==> config.mk <==
export PLATFORM = sky130hd
export DESIGN_NAME = huff_phase_ctrl_flat
export DESIGN_NICKNAME = d
export VERILOG_FILES = /design/src/rtl/huff_pkg.sv /design/src/rtl/huff_phase_ctrl_if.sv /design/src/rtl/phase_timer.sv /design/src/rtl/huff_phase_ctrl.sv /design/src/flat_wrapper.sv
export SDC_FILE = /design/constraint.sdc
export NUM_CORES = 1
export LEC_CHECK = 0
export CAP_MARGIN = 25
export CORE_UTILIZATION = 49
export CTS_CLUSTER_DIAMETER = 40
export DETAILED_ROUTE_END_ITERATION = 12
export DONT_BUFFER_PORTS = 1
export GPL_TIMING_DRIVEN = 0
export PLACE_DENSITY = 0.62
export SKIP_LAST_GASP = 1
export SYNTH_ARGS = -nofsm -noshare
export SYNTH_HDL_FRONTEND = slang
export SYNTH_SLANG_ARGS = --single-unit
==> constraint.sdc <==
create_clock -name clk -period 2.05 [get_ports clk]
set_clock_uncertainty 0.1 [all_clocks]
set_input_delay 0.41 -clock clk [delete_from_list [all_inputs] [get_ports clk]]
set_output_delay 0.41 -clock clk [all_outputs]
set_load 0.05 [all_outputs]
==> src/rtl/huff_pkg.sv <==
// huff_pkg: phase encoding and SRAM owner codes shared by the phase sequencer and the SRAM mux.
package huff_pkg;
  typedef enum logic [3:0] {IDLE, LOAD, FREQ, HUFF_GO, HUFF, ENC_GO, ENC, DONE, ERROR} phase_t;
  localparam logic [2:0] SEL_IDLE = 3'b000;
  localparam logic [2:0] SEL_BUS  = 3'b001;
  localparam logic [2:0] SEL_SYM  = 3'b010;
  localparam logic [2:0] SEL_NODE = 3'b011;
  localparam logic [2:0] SEL_MC   = 3'b100;
  function automatic logic [2:0] sel_of(phase_t p);
    return p == LOAD ? SEL_BUS :
           p == FREQ ? SEL_SYM :
           (p == HUFF_GO || p == HUFF) ? SEL_NODE :
           (p == ENC_GO || p == ENC) ? SEL_MC : SEL_IDLE;
  endfunction
  // Phases that wait on an engine and are therefore guarded by the watchdog.
  function automatic logic timed(phase_t p);
    return p == LOAD || p == FREQ || p == HUFF || p == ENC;
  endfunction
endpackage

==> src/rtl/huff_phase_ctrl_if.sv <==
// huff_phase_ctrl_if: host/engine handshakes and SRAM owner select of the phase sequencer.
interface huff_phase_ctrl_if;
  logic start_det;
  logic EOT_flag;
  logic freq_done;
  logic huff_done;
  logic enc_done;
  logic abort;
  logic [2:0] sram_sel;
  logic load_enable;
  logic freq_enable;
  logic huff_start;
  logic enc_start;
  logic busy;
  logic done;
  logic error;
  modport master (
    input  start_det, EOT_flag, freq_done, huff_done, enc_done, abort,
    output sram_sel, load_enable, freq_enable, huff_start, enc_start, busy, done, error
  );
  modport slave (
    output start_det, EOT_flag, freq_done, huff_done, enc_done, abort,
    input  sram_sel, load_enable, freq_enable, huff_start, enc_start, busy, done, error
  );
endinterface

==> src/rtl/phase_timer.sv <==
// phase_timer: saturating per-phase watchdog counter flagging the last allowed cycle.
module phase_timer #(
  parameter int TIMEOUT_W = 16,
  parameter logic [TIMEOUT_W-1:0] TIMEOUT = 16'hFFFF
) (
  input  logic clk,
  input  logic n_rst,
  input  logic clr,
  input  logic en,
  output logic hit
);
  localparam logic [TIMEOUT_W-1:0] LAST = TIMEOUT - 1'b1;
  logic [TIMEOUT_W-1:0] cnt;
  always_ff @(posedge clk)
    if (!n_rst || clr) cnt <= '0;
    else if (en && cnt != '1) cnt <= cnt + 1'b1;
  assign hit = cnt == LAST;
endmodule

==> src/rtl/huff_phase_ctrl.sv <==
// huff_phase_ctrl: steps the Huffman core through load/freq/tree/encode and owns the SRAM select.
module huff_phase_ctrl
  import huff_pkg::*;
#(
  parameter int TIMEOUT_W = 16,
  parameter logic [TIMEOUT_W-1:0] TIMEOUT = 16'hFFFF
) (
  input  logic clk,
  input  logic n_rst,
  huff_phase_ctrl_if.master bus
);
  phase_t state, nxt;
  logic hit;
  always_ff @(posedge clk) state <= n_rst ? nxt : IDLE;
  // Exit conditions are tested before hit so a same-cycle done beats the watchdog.
  always_comb begin
    nxt = state;
    case (state)
      IDLE:    nxt = bus.start_det ? LOAD : IDLE;
      LOAD:    nxt = bus.EOT_flag ? FREQ : hit ? ERROR : LOAD;
      FREQ:    nxt = bus.freq_done ? HUFF_GO : hit ? ERROR : FREQ;
      HUFF_GO: nxt = HUFF;
      HUFF:    nxt = bus.huff_done ? ENC_GO : hit ? ERROR : HUFF;
      ENC_GO:  nxt = ENC;
      ENC:     nxt = bus.enc_done ? DONE : hit ? ERROR : ENC;
      DONE:    nxt = IDLE;
      default: nxt = ERROR;
    endcase
    if (bus.abort) nxt = IDLE;
  end
  phase_timer #(.TIMEOUT_W(TIMEOUT_W), .TIMEOUT(TIMEOUT)) u_timer (
    .clk(clk),
    .n_rst(n_rst),
    .clr(nxt != state),
    .en(timed(state)),
    .hit(hit)
  );
  assign bus.sram_sel    = sel_of(state);
  assign bus.load_enable = state == LOAD;
  assign bus.freq_enable = state == FREQ;
  assign bus.huff_start  = state == HUFF_GO;
  assign bus.enc_start   = state == ENC_GO;
  assign bus.busy        = state != IDLE && state != ERROR;
  assign bus.done        = state == DONE;
  assign bus.error       = state == ERROR;
endmodule

==> src/flat_wrapper.sv <==
// flat-port wrapper written by rule: the top's interface ports become plain ports
module huff_phase_ctrl_flat import huff_pkg::*;
#(
  parameter int TIMEOUT_W = 16,
  parameter logic [TIMEOUT_W-1:0] TIMEOUT = 16'hFFFF
)
  (clk, n_rst, bus_start_det, bus_EOT_flag, bus_freq_done, bus_huff_done, bus_enc_done, bus_abort, bus_sram_sel, bus_load_enable, bus_freq_enable, bus_huff_start, bus_enc_start, bus_busy, bus_done, bus_error);
  huff_phase_ctrl_if bus_i ();
  input  logic clk;
  input  logic n_rst;
  input wire logic [$bits(bus_i.start_det)-1:0] bus_start_det;
  input wire logic [$bits(bus_i.EOT_flag)-1:0] bus_EOT_flag;
  input wire logic [$bits(bus_i.freq_done)-1:0] bus_freq_done;
  input wire logic [$bits(bus_i.huff_done)-1:0] bus_huff_done;
  input wire logic [$bits(bus_i.enc_done)-1:0] bus_enc_done;
  input wire logic [$bits(bus_i.abort)-1:0] bus_abort;
  output wire logic [$bits(bus_i.sram_sel)-1:0] bus_sram_sel;
  output wire logic [$bits(bus_i.load_enable)-1:0] bus_load_enable;
  output wire logic [$bits(bus_i.freq_enable)-1:0] bus_freq_enable;
  output wire logic [$bits(bus_i.huff_start)-1:0] bus_huff_start;
  output wire logic [$bits(bus_i.enc_start)-1:0] bus_enc_start;
  output wire logic [$bits(bus_i.busy)-1:0] bus_busy;
  output wire logic [$bits(bus_i.done)-1:0] bus_done;
  output wire logic [$bits(bus_i.error)-1:0] bus_error;
  assign bus_i.start_det = bus_start_det;
  assign bus_i.EOT_flag = bus_EOT_flag;
  assign bus_i.freq_done = bus_freq_done;
  assign bus_i.huff_done = bus_huff_done;
  assign bus_i.enc_done = bus_enc_done;
  assign bus_i.abort = bus_abort;
  assign bus_sram_sel = bus_i.sram_sel;
  assign bus_load_enable = bus_i.load_enable;
  assign bus_freq_enable = bus_i.freq_enable;
  assign bus_huff_start = bus_i.huff_start;
  assign bus_enc_start = bus_i.enc_start;
  assign bus_busy = bus_i.busy;
  assign bus_done = bus_i.done;
  assign bus_error = bus_i.error;
  huff_phase_ctrl #(.TIMEOUT_W(TIMEOUT_W), .TIMEOUT(TIMEOUT)) u_core (.clk(clk), .n_rst(n_rst), .bus(bus_i));
endmodule
# Word level (Yosys, flattened, before mapping)
# Cells that the tools add are included.
[op_classes]
add_sub_neg = 1
n_mul = 0
n_div = 0
order_cmp = 0
n_eq_ne = 12
shifts = 0
n_mux = 15
n_bitwise = 0
n_reduce_logical = 11
[ops]
columns = ["cell", "n"]
rows = [
  ["4-bit two-way mux", 9],
  ["4-bit one-hot mux with 8 select lines", 1],
  ["16-bit by 1-bit adder with 16-bit output, second input constant", 1],
  ["16-bit equality test, second input constant", 1],
  ["4-bit by 3-bit equality test with 1-bit output, second input constant", 4],
  ["16-bit != test, second input constant", 1],
  ["3-bit two-way mux", 4],
  ["4-bit by 2-bit equality test with 1-bit output, second input constant", 2],
  ["1-bit logical OR", 6],
  ["4-bit by 1-bit equality test with 1-bit output, second input constant", 1],
  ["4-bit equality test, second input constant", 1],
  ["4-bit zero test", 1],
  ["4-bit != test", 1],
  ["4-bit != test, second input constant", 1],
  ["4-bit nonzero test", 1],
  ["1-bit logical AND", 2],
  ["1-bit zero test", 1],
  ["1-bit two-way mux", 1],
]
[word_totals]
ff_bits = 20
latchBits = 0
ram_bits = 0
rom_bits = 0
inputBits = 8
output_inout_bits = 10
word_cells = 41
mem_count = 0

# Logic depth before layout (Yosys ltp)
# Gate-level depths: netlist (run 1).
[depth]
depth_word = 7
mapped_depth = 8
depth_no_buf = 7

# Cells and area by module
# Synthesis (run 1) repeated with hierarchy kept, for this count alone.
[unflattened]
hier_cells = 177
area_unflattened_um2 = 1428.9
[modules_own_cells]
columns = ["module", "instances", "cells_per_inst", "area_each_um2", "seq_area_each_um2"]
rows = [
  ["phase_timer", 1, 110, 934.6, 320.3],
  ["huff_phase_ctrl", 1, 67, 494.2, 80.1],
]

# Worst setup path after synthesis (run 1)
# OpenSTA, ideal clock, no wires.
[synth_path]
path_kind = "reg2reg"
from = "reg u_core.state[1]"
to = "reg u_core.u_timer.cnt[10]"
setup_time_ns = 0.073
t_arrival_ns = 2.951
required_ns = 1.877
slack_ns = -1.074
path_stages_with_launch = 7
n_path_buf = 1
period_less_slack_ns = 3.124
path_cell_list = "dfxtp_1 nor4b_1 a21oi_1 nor2_1 o21ai_2 buf_4 nor3_2"
[synth_between]
elab_chain_cells = 5
elab_cells_between_ends = 16
classes_between = "8 x eq/ne; 2 x mux; 6 x reduce/logical"
[synth_lines]
columns = ["item", "line_no", "text"]
rows = [
  ["from (decl)", "huff_phase_ctrl.sv:12", "phase_t state, nxt;"],
  ["from (signal assigned)", "huff_phase_ctrl.sv:14", "always_ff @(posedge clk) state <= n_rst ? nxt : IDLE;"],
  ["4-bit by 1-bit equality test with 1-bit output (*)", "--", ""],
  ["via bus_load_enable", "flat_wrapper.sv:18", "output wire logic [$bits(bus_i.load_enable)-1:0] bus_load_enable;"],
  ["4-bit one-hot mux with 8 select lines or 1-bit logical OR (tied branches)", "huff_phase_ctrl.sv:18, huff_pkg.sv:17", ""],
  ["4-bit two-way mux or 1-bit logical OR (tied branches)", "huff_phase_ctrl.sv:29, huff_pkg.sv:17", ""],
  ["4-bit != test or 1-bit logical OR (tied branches)", "huff_phase_ctrl.sv:34, huff_pkg.sv:17", ""],
  ["1-bit logical OR or 1-bit logical AND (tied branches)", "phase_timer.sv:15, phase_timer.sv:16", ""],
  ["to (signal assigned)", "phase_timer.sv:16", "else if (en && cnt != '1) cnt <= cnt + 1'b1;"],
  ["to (decl)", "phase_timer.sv:13", "logic [TIMEOUT_W-1:0] cnt;"],
]
# The timed path passes the listed nets; every way through them passes the cells marked *.
# A chain may end at the register's enable or synchronous reset.

# Final worst setup path (run 1)
[layout_path]
from = "reg u_core.state[1]"
to = "out bus_error"
[layout_between]
elab_chain_cells = 1
[layout_lines]
columns = ["item", "line_no", "text"]
rows = [
  ["4-bit equality test", "huff_phase_ctrl.sv:45", "assign bus.error = state == ERROR;"],
  ["to (decl)", "flat_wrapper.sv:24", "output wire logic [$bits(bus_i.error)-1:0] bus_error;"],
]
# No other way between the ends.

==> results.yml, run 1 <==
route:
  drcViolationCount: 0
  drt_iter0_drc: 38
  viasPerCell: 6.124
  drt_wl_total_mm: 3.313
  antenna_left: 0
  wl_per_cell_um: 15.78
  num_vias: 1286
  dr.pass1.iters: 4
final_layout:
  drive_above_1_share_pct: 33.89
  fin_nets: 192
  area_growth_pct: 24.89
  num_antenna_cells: 0
  fin_area_um2: 1739
synthesis:
  synth_area_um2: 1393
  yosysUniqueCellTypes: 40
  synth.most_common_cell: "dfxtp_1"
  synthCells: 167
  ys_ff_latch: 20
  ys_seq_area_share_pct: 28.75
  synth_area_leaders: "dfxtp_1 29%, xnor2_1 9.4%, nor3_2 7.9%"
  syn_avg_cell_area_um2: 8.339
  syn-num-nets: 177
  synthFlopType: "dfxtp_1"
  synth-async-reset-ratio_pct: 0
  yosysWarnings: 0
  yosysTopAreaCell: "dfxtp_1"
  synth_top_area_share_pct: 28.75
  synth_common_cells: "20 x dfxtp_1, 15 x xnor2_1, 12 x nor2_1, 12 x nor3_1, 11 x nor3_2"
  synth_edf_count: 0
power:
  power.total_uw: 699.8
  p_per_area_nw_per_um2: 402.4
  leakagePower_uw: 0.0005268
  ir_drop_mv: 0.4016
setup_path:
  crit_type: "reg2out"
  end_kind: "primary output"
  worst-path-max-fanout: 7
  cp.required_ps: 1540
  cp.arrival_ps: 1560
  worstSetupStartpointType: "flip-flop"
cts:
  cts_tree: "done"
  cts_buffers: 3
  clock_latency_ps: 310
  cts-root-buf: "clkbuf_4"
  htree_num_levels: 1
  path_clk_slew_ps: 110
  numClockSinks: 20
  clk_path_buf_depth: 2
  postCtsHoldBufs: 0
placement:
  numPortBuffers: 0
  dpl_cell_area_um2: 1453
  routabilityCongestion: 0.8764
  hpwl_mm: 2.328
sta:
  rsz0062_at_grt: "yes"
  finalSetupViolations: 2
  drv_slew: 0
  relSlewSlack_pct: 42.57
  worst_pin_slew_ps: 857.9
  fmax_ghz: 0.4838
  hold_violations: 0
  min_period_over_period_pct: 100.8
  worst_slack_ps: -16.84
  fin_crit_ps: 2067
status:
  status: "complete, but fails checks"
  violations: "negative setup slack"
global_route:
  grt_pass1_wl_mm: 5.547
  grt_remaining_overflow: 0
  grt_pass1_vias: 1205
  grtUsageTotal_pct: 22.62
  grt_max_degree: 11
  antenna_found_initial: 0
floorplanning:
  num_rows: 18
  core_um2: 2590
  die_w_um: 55.31
  dieArea_um2: 3059
  die_h_um: 55.31
  io_pins: 18
  start_util_pct: 53.77
run:
  max-cap-violations: 0
min_path:
  hold_path.class: "in2reg"
## layer usage
metal,routed length [um],global-route usage (%),up-vias
met3,160,6.089,5
met5,0,0,-
met1,1619,32.89,609
li1,-,-,643
met2,1499,33.91,29
met4,34,3.929,0
## critical path, cell delays in order, from the launching register on
cell     delay (ps)
dfxtp_4         390
or3_1           400
buf_6           180
nor2_4          280
## path summary, 6_finish.rpt
| path | slack [ps] | from | to | cells after the start |
|---|---|---|---|---|
| max | -20 | u_core.state[1] | bus_error | 3 |
| min | 120 | n_rst | u_core.state[0] | 1 |
| max reg2reg | 0 | u_core.state[1] | u_core.u_timer.cnt[3] | 6 |
| min reg2reg | 480 | u_core.u_timer.cnt[14] | u_core.u_timer.cnt[14] | 2 |
## placed cells by master, fill, tap and decap left out, types with 5 or more instances in the layout
| cell type | synthesis | final |
|---|---|---|
| buf_4 | 1 | 9 |
| dfxtp_1 | 20 | 16 |
| inv_1 | 7 | 5 |
| nand2_1 | 10 | 9 |
| nand3_1 | 6 | 6 |
| nand4_1 | 6 | 6 |
| nor2_1 | 12 | 9 |
| nor2b_1 | 7 | 6 |
| nor3_1 | 12 | 11 |
| nor3_2 | 11 | 7 |
| nor3_4 | 0 | 5 |
| nor4_1 | 8 | 5 |
| xnor2_1 | 15 | 15 |
## through the flow
stage	setup TNS, ps	instances	utilization [%]	setup slack (ps)	hold WS, ps
3_3_place_gp	-1960	197	56.09	-193.4	424.1
4_1_cts	-515.8	205	61.93	-55.20	119.7
3_5_place_dp	-2632	197	56.09	-196.4	439.2
5_1_grt	-1143	210	67.15	-90.34	106.4
6_report	-18.26	210	67.15	-16.84	124.9
2_1_floorplan	-7.430	167	-	-3.715	413.0
## kinds of logic after synthesis
| group | share of synthesized area (%) |
|---|---|
| muxes | 1.438 |
| xor gates and xnor gates | 9.434 |
| buffers and inverters | 4.852 |
| DFF | 28.75 |
| and+or+nand+nor | 41.15 |
| AOI/OAI and AO/OA | 12.58 |
| adders and majority gates | 1.797 |
## state kept, by name (all words and copies together), names as in the netlist
name / count
u_core.state: 4
u_core.u_timer.cnt: 16
## area by class of cell
type,count,area (um^2)
fill,211,850.8
multi-input combinational,133,1080
tap,30,37.54
clock buffer,3,22.52
inverter,7,30.03
buffer,7,66.31
sequential,20,410.4
timing repair buffer,10,92.59
## power by group
part	switching [uW]	total [uW]	internal, uW
Clock	121	189	68.8
Sequential	4.90	395	390
Combinational	72.4	115	42.9
Total	198	700	502
## repair_timing
action | CTS | global route
endpoints found under the hold margin | 0 | 0
cloned | 0 | 1
buffers inserted | 5 | 4
endpoints found under the setup margin | 23 | 23
gates resized for setup | 27 | 16
pin swaps | 8 | 21
Power figures use the tool's default switching activity.
==> inputs of run 2 (changes only) <==
Settings changed: MAX_ROUTING_LAYER set to met4.
Clock period 2.05 ns to 2.15 ns, I/O delays scaled along.
==> run 2 against run 1 <==
The flow still finishes with violations (negative setup slack). Routed wire length is 3.7% higher. Sequential share of layout area up 0.47 points. Die area is the same. Register-to-register slack is essentially flat. Combinational power barely moved. Non-clock buffer count is 1 lower. Largest power group unchanged.
==> results.yml, run 2 (synthesized netlist as in run 1, its figures left out) <==
status:
  status: "complete, but fails checks"
  violations: "negative setup slack"
cts:
  cts_tree: "done"
  htree_num_levels: 1
  numClockSinks: 20
  cts_buffers: 3
  postCtsHoldBufs: 0
  clock_latency_ps: 300
  cts-root-buf: "clkbuf_4"
  path_clk_slew_ps: 110
  clk_path_buf_depth: 2
floorplanning:
  start_util_pct: 53.77
  io_pins: 18
  die_h_um: 55.31
  dieArea_um2: 3059
  num_rows: 18
  core_um2: 2590
  die_w_um: 55.31
sta:
  final.setup.tns_ps: -1.992
  relSlewSlack_pct: 40.98
  min_period_over_period_pct: 100.1
  worst_pin_slew_ps: 881.5
  rsz0062_at_grt: "yes"
  hold_violations: 0
  finalSetupViolations: 1
  drv_slew: 0
  fmax_ghz: 0.4647
  whs_ps: 152.9
  fin_crit_ps: 2152
  worst_slack_ps: -1.992
route:
  drcViolationCount: 0
  wl_per_cell_um: 16.44
  top_layer_used: "met4"
  dr.pass1.iters: 4
  num_vias: 1281
  m1WireLength_mm: 1.711
  wl_met3_um: 224
  antenna_left: 0
  met2_length_mm: 1.492
  viasPerCell: 6.129
  drt_iter0_drc: 36
  drt_wl_total_mm: 3.437
min_path:
  whs_path_depth: 1
  hold_path.class: "in2reg"
  hp-start: "n_rst"
  min_delay_worst_endpoint: "u_core.state[0]"
power:
  ir_drop_mv: 0.4279
  leakagePower_uw: 0.0005048
  p_per_area_nw_per_um2: 392.2
setup_path:
  end_kind: "flip-flop"
  cp.arrival_ps: 2280
  r2r_slack_ps: -2
  reg2reg_depth: 6
  worst-path-max-fanout: 7
  regToRegStartpoint: "u_core.state[1]"
  crit_type: "reg2reg"
  cp.required_ps: 2280
  r2r_end: "u_core.u_timer.cnt[12]"
  worstSetupStartpointType: "flip-flop"
final_layout:
  layout_common_cells: "16 x dfxtp_1, 15 x xnor2_1, 11 x nor3_1"
  largestRegisters: "u_core.u_timer.cnt x16, u_core.state x4"
  regMostFlops: "u_core.u_timer.cnt"
  final-seq-area_um2: 410.4
  drive_above_1_share_pct: 32.40
  fin_nets: 191
  num_antenna_cells: 0
  nFillCells: 225
  area_growth_pct: 22.46
  layout_commonest_cell: "dfxtp_1"
  multi_input_area_um2: 1056
  finish.utilization_pct: 65.85
  largest_register_ffs: 16
global_route:
  grt_pass1_vias: 1241
  grt_max_degree: 11
  grt_remaining_overflow: 0
  antenna_found_initial: 0
  grtUsageTotal_pct: 22.50
  grt_pass1_wl_mm: 5.457
run:
  max-cap-violations: 0
placement:
  routabilityCongestion: 0.8918
  numPortBuffers: 0
  hpwl_mm: 2.349
==> run 2: critical path, stage by stage (launching register included) <==
cell	delay, ps
dfxtp_4	390
nor4b_4	800
a21oi_2	140
nor2_2	180
o21ai_4	130
buf_4	180
nor3_1	160
==> run 2: per-stage QoR <==
step                instance area, um^2  instances  total power (uW)  setup WS (ps)
CTS                                1560        204             642.4         -18.97
global placement                   1450        197             465.6         -101.7
finish                             1705        209             668.9         -1.992
floorplan                          1413        167             454.3         0.1741
global route                       1705        209             696.6         -84.03
detailed placement                 1450        197             467.8         -108.3
==> run 2: how the worst max path moves through the flow <==
stage | slack, ps | endpoint | depth (start not counted) | startpoint
final | -2 | u_core.u_timer.cnt[12] | 6 | u_core.state[1]
after global routing | -80 | u_core.u_timer.cnt[11] | 6 | u_core.state[1]
after CTS | -20 | bus_error | 3 | u_core.state[1]
after detailed placement | -110 | u_core.u_timer.cnt[15] | 6 | u_core.u_timer.cnt[2]
after global placement | -100 | bus_error | 3 | u_core.state[3]
after floorplan | 0.2 | bus_error | 3 | u_core.state[1]
==> run 2: layout make-up <==
| type | count | share of cell area (%) |
|---|---|---|
| Inverter | 7 | 1.761 |
| Buffer | 7 | 3.742 |
| Timing Repair Buffer | 9 | 4.989 |
| Sequential cell | 20 | 24.06 |
| Tap cell | 30 | 2.201 |
| Clock buffer | 3 | 1.321 |
| Multi-Input combinational cell | 133 | 61.92 |
==> run 2: timing repair <==
action | CTS | global route
gates cloned | 0 | 1
setup endpoints to repair | 20 | 18
pin swaps | 4 | 18
endpoints found under the hold margin | 0 | 0
buffers inserted | 4 | 4
resized for setup | 18 | 22
==> run 2: power by group <==
part	switching [uW]	internal, uW	leakage [uW]	total [uW]
sequential	4.98	372	0.000164	377
clock	111	65.5	0.0000138	177
combinational	70.5	44.8	0.000327	115
total	187	482	0.000505	669
==> run 2: per-layer routing <==
| metal | up-vias | track usage, % |
|---|---|---|
| met5 | - | - |
| met4 | 0 | 6.429 |
| met3 | 4 | 7.260 |
| met2 | 30 | 33.05 |
| met1 | 610 | 29.66 |
| li1 | 637 | - |
==> inputs of run 3 (changes only) <==
Settings changed: CORE_ASPECT_RATIO set to 1.25.
==> run 3 against run 2 <==
The flow now finishes without violations. Design area down 4.6%. Setup slack gained 44 ps. Combinational power shrank 16%. Final cell count grew 0.96%.
==> results.yml, run 3 (synthesized netlist as in run 1, its figures left out) <==
final_layout:
  fin_nets: 189
  finish.utilization_pct: 60.69
  layout_commonest_cell: "dfxtp_1"
  final_cells: 211
  drive_above_1_share_pct: 29.94
  nFillCells: 248
  largestRegisters: "u_core.u_timer.cnt x16, u_core.state x4"
  num_antenna_cells: 0
  area_growth_pct: 16.80
  regMostFlops: "u_core.u_timer.cnt"
  largest_register_ffs: 16
  layout_common_cells: "16 x dfxtp_1, 15 x xnor2_1, 11 x nor3_1, 11 x nor3_2"
power:
  p_int_uw: 472.3
  ir_drop_mv: 0.2203
  power.total_uw: 659.8
  clockPowerShare_pct: 28.1
  switching_share_pct: 28.41
  pwr-share-seq_pct: 57.3
  power.switching_uw: 187.4
  power_frac_comb_pct: 14.7
  p_per_area_nw_per_um2: 405.6
  leakagePower_uw: 0.0005111
floorplanning:
  num_rows: 21
  die_h_um: 61.61
  die_w_um: 49.68
  start_util_pct: 51.96
  dieArea_um2: 3061
  io_pins: 18
  core_um2: 2680
cts:
  clock_latency_ps: 300
  cts_buffers: 3
  cts_tree: "done"
  numClockSinks: 20
  postCtsHoldBufs: 0
  clk_path_buf_depth: 2
  path_clk_slew_ps: 120
  cts-root-buf: "clkbuf_4"
  htree_num_levels: 1
placement:
  numPortBuffers: 0
  dpl.cell_count: 201
  hpwl_mm: 2.442
  routabilityCongestion: 0.8500
sta:
  drv_slew: 0
  final.setup.tns_ps: 0
  fin_crit_ps: 2108
  hold_violations: 0
  worst_pin_slew_ps: 822.7
  fmax_ghz: 0.4744
  finalSetupViolations: 0
  rsz0062_at_grt: "yes"
  relSlewSlack_pct: 44.92
  min_period_over_period_pct: 98.04
setup_path:
  reg2reg_depth: 6
  cp.arrival_ps: 2250
  cp.required_ps: 2290
  worst-path-max-fanout: 10
  r2r_slack_ps: 40
  end_kind: "flip-flop"
  crit_type: "reg2reg"
  worstSetupStartpointType: "flip-flop"
  regToRegStartpoint: "u_core.state[1]"
  r2r_end: "u_core.u_timer.cnt[3]"
route:
  drcViolationCount: 0
  antenna_left: 0
  drt_iter0_drc: 37
  drt_wl_total_mm: 3.420
  num_vias: 1269
  wl_per_cell_um: 16.21
  viasPerCell: 6.014
  dr.pass1.iters: 4
run:
  max-cap-violations: 0
global_route:
  grt_pass1_vias: 1191
  grt_pass1_wl_mm: 5.416
  grt_remaining_overflow: 0
  grt_max_degree: 11
  grtUsageTotal_pct: 24.31
  antenna_found_initial: 0
min_path:
  whs_path_depth: 1
  min_delay_worst_endpoint: "u_core.state[0]"
  hold_path.class: "in2reg"
  hp-start: "n_rst"
status:
  status: "finished clean"
run 3: through the flow:
stage / hold slack (ps) / setup slack (ps) / cell area (um^2)
after floorplan: 413.0 / 0.1741 / 1413
after global placement: 425.1 / -116.3 / 1455
after detailed placement: 438.5 / -146.6 / 1455
after CTS: 134.4 / 8.714 / 1570
after global routing: 112.4 / -62.30 / 1627
final: 136.2 / 42.12 / 1627
run 3: per-layer routing:
layer	vias to the layer above	part of all wire (%)	track usage (%)
met5	-	0	-
li1	630	-	-
met4	0	1.3	7.755
met1	604	42	26.67
met3	5	3.6	3.951
met2	30	53	44.98
run 3: area by class of cell:
| cell class | instances | area [um^2] | area share [%] |
|---|---|---|---|
| plain buffers | 7 | 60.06 | 3.692 |
| well taps | 34 | 42.54 | 2.615 |
| flip-flops and latches | 20 | 407.9 | 25.08 |
| clock buffers | 3 | 22.52 | 1.385 |
| repair buffers | 7 | 52.55 | 3.231 |
| multi-input cells | 133 | 1015 | 62.38 |
| inverters | 7 | 26.28 | 1.615 |
run 3: worst max path at each step:
stage | from | endpoint | slack, ps | cells after the start
2_1_floorplan | u_core.state[1] | bus_error | 0.2 | 3
3_3_place_gp | u_core.state[3] | bus_error | -120 | 3
3_5_place_dp | u_core.u_timer.cnt[2] | u_core.u_timer.cnt[3] | -150 | 6
4_1_cts | u_core.state[1] | bus_error | 9 | 3
5_1_grt | u_core.state[1] | u_core.u_timer.cnt[7] | -60 | 6
6_report | u_core.state[1] | u_core.u_timer.cnt[3] | 40 | 6
run 3: critical path, stage by stage, from the launching register on:
cell and delay (ps):
dfxtp_4 390, nor4b_4 750, a21oi_2 120, nor2_2 170, o21ai_4 120, buf_8 190, nor3_2 180
run 3: power groups by stage:
stage	logic, uW	registers [uW]	clock network (uW)
global placement	79.7	387	0
floorplan	68.4	386	0
finish	96.8	378	185
global route	105	379	208
CTS	85.9	379	191
detailed placement	81.1	387	0
run 3: timing repair:
| action | 4_1_cts | 5_1_grt |
|---|---|---|
| resized for setup | 18 | 13 |
| buffers inserted | 5 | 2 |
| pin swaps | 4 | 4 |
| endpoints found under the setup margin | 20 | 19 |
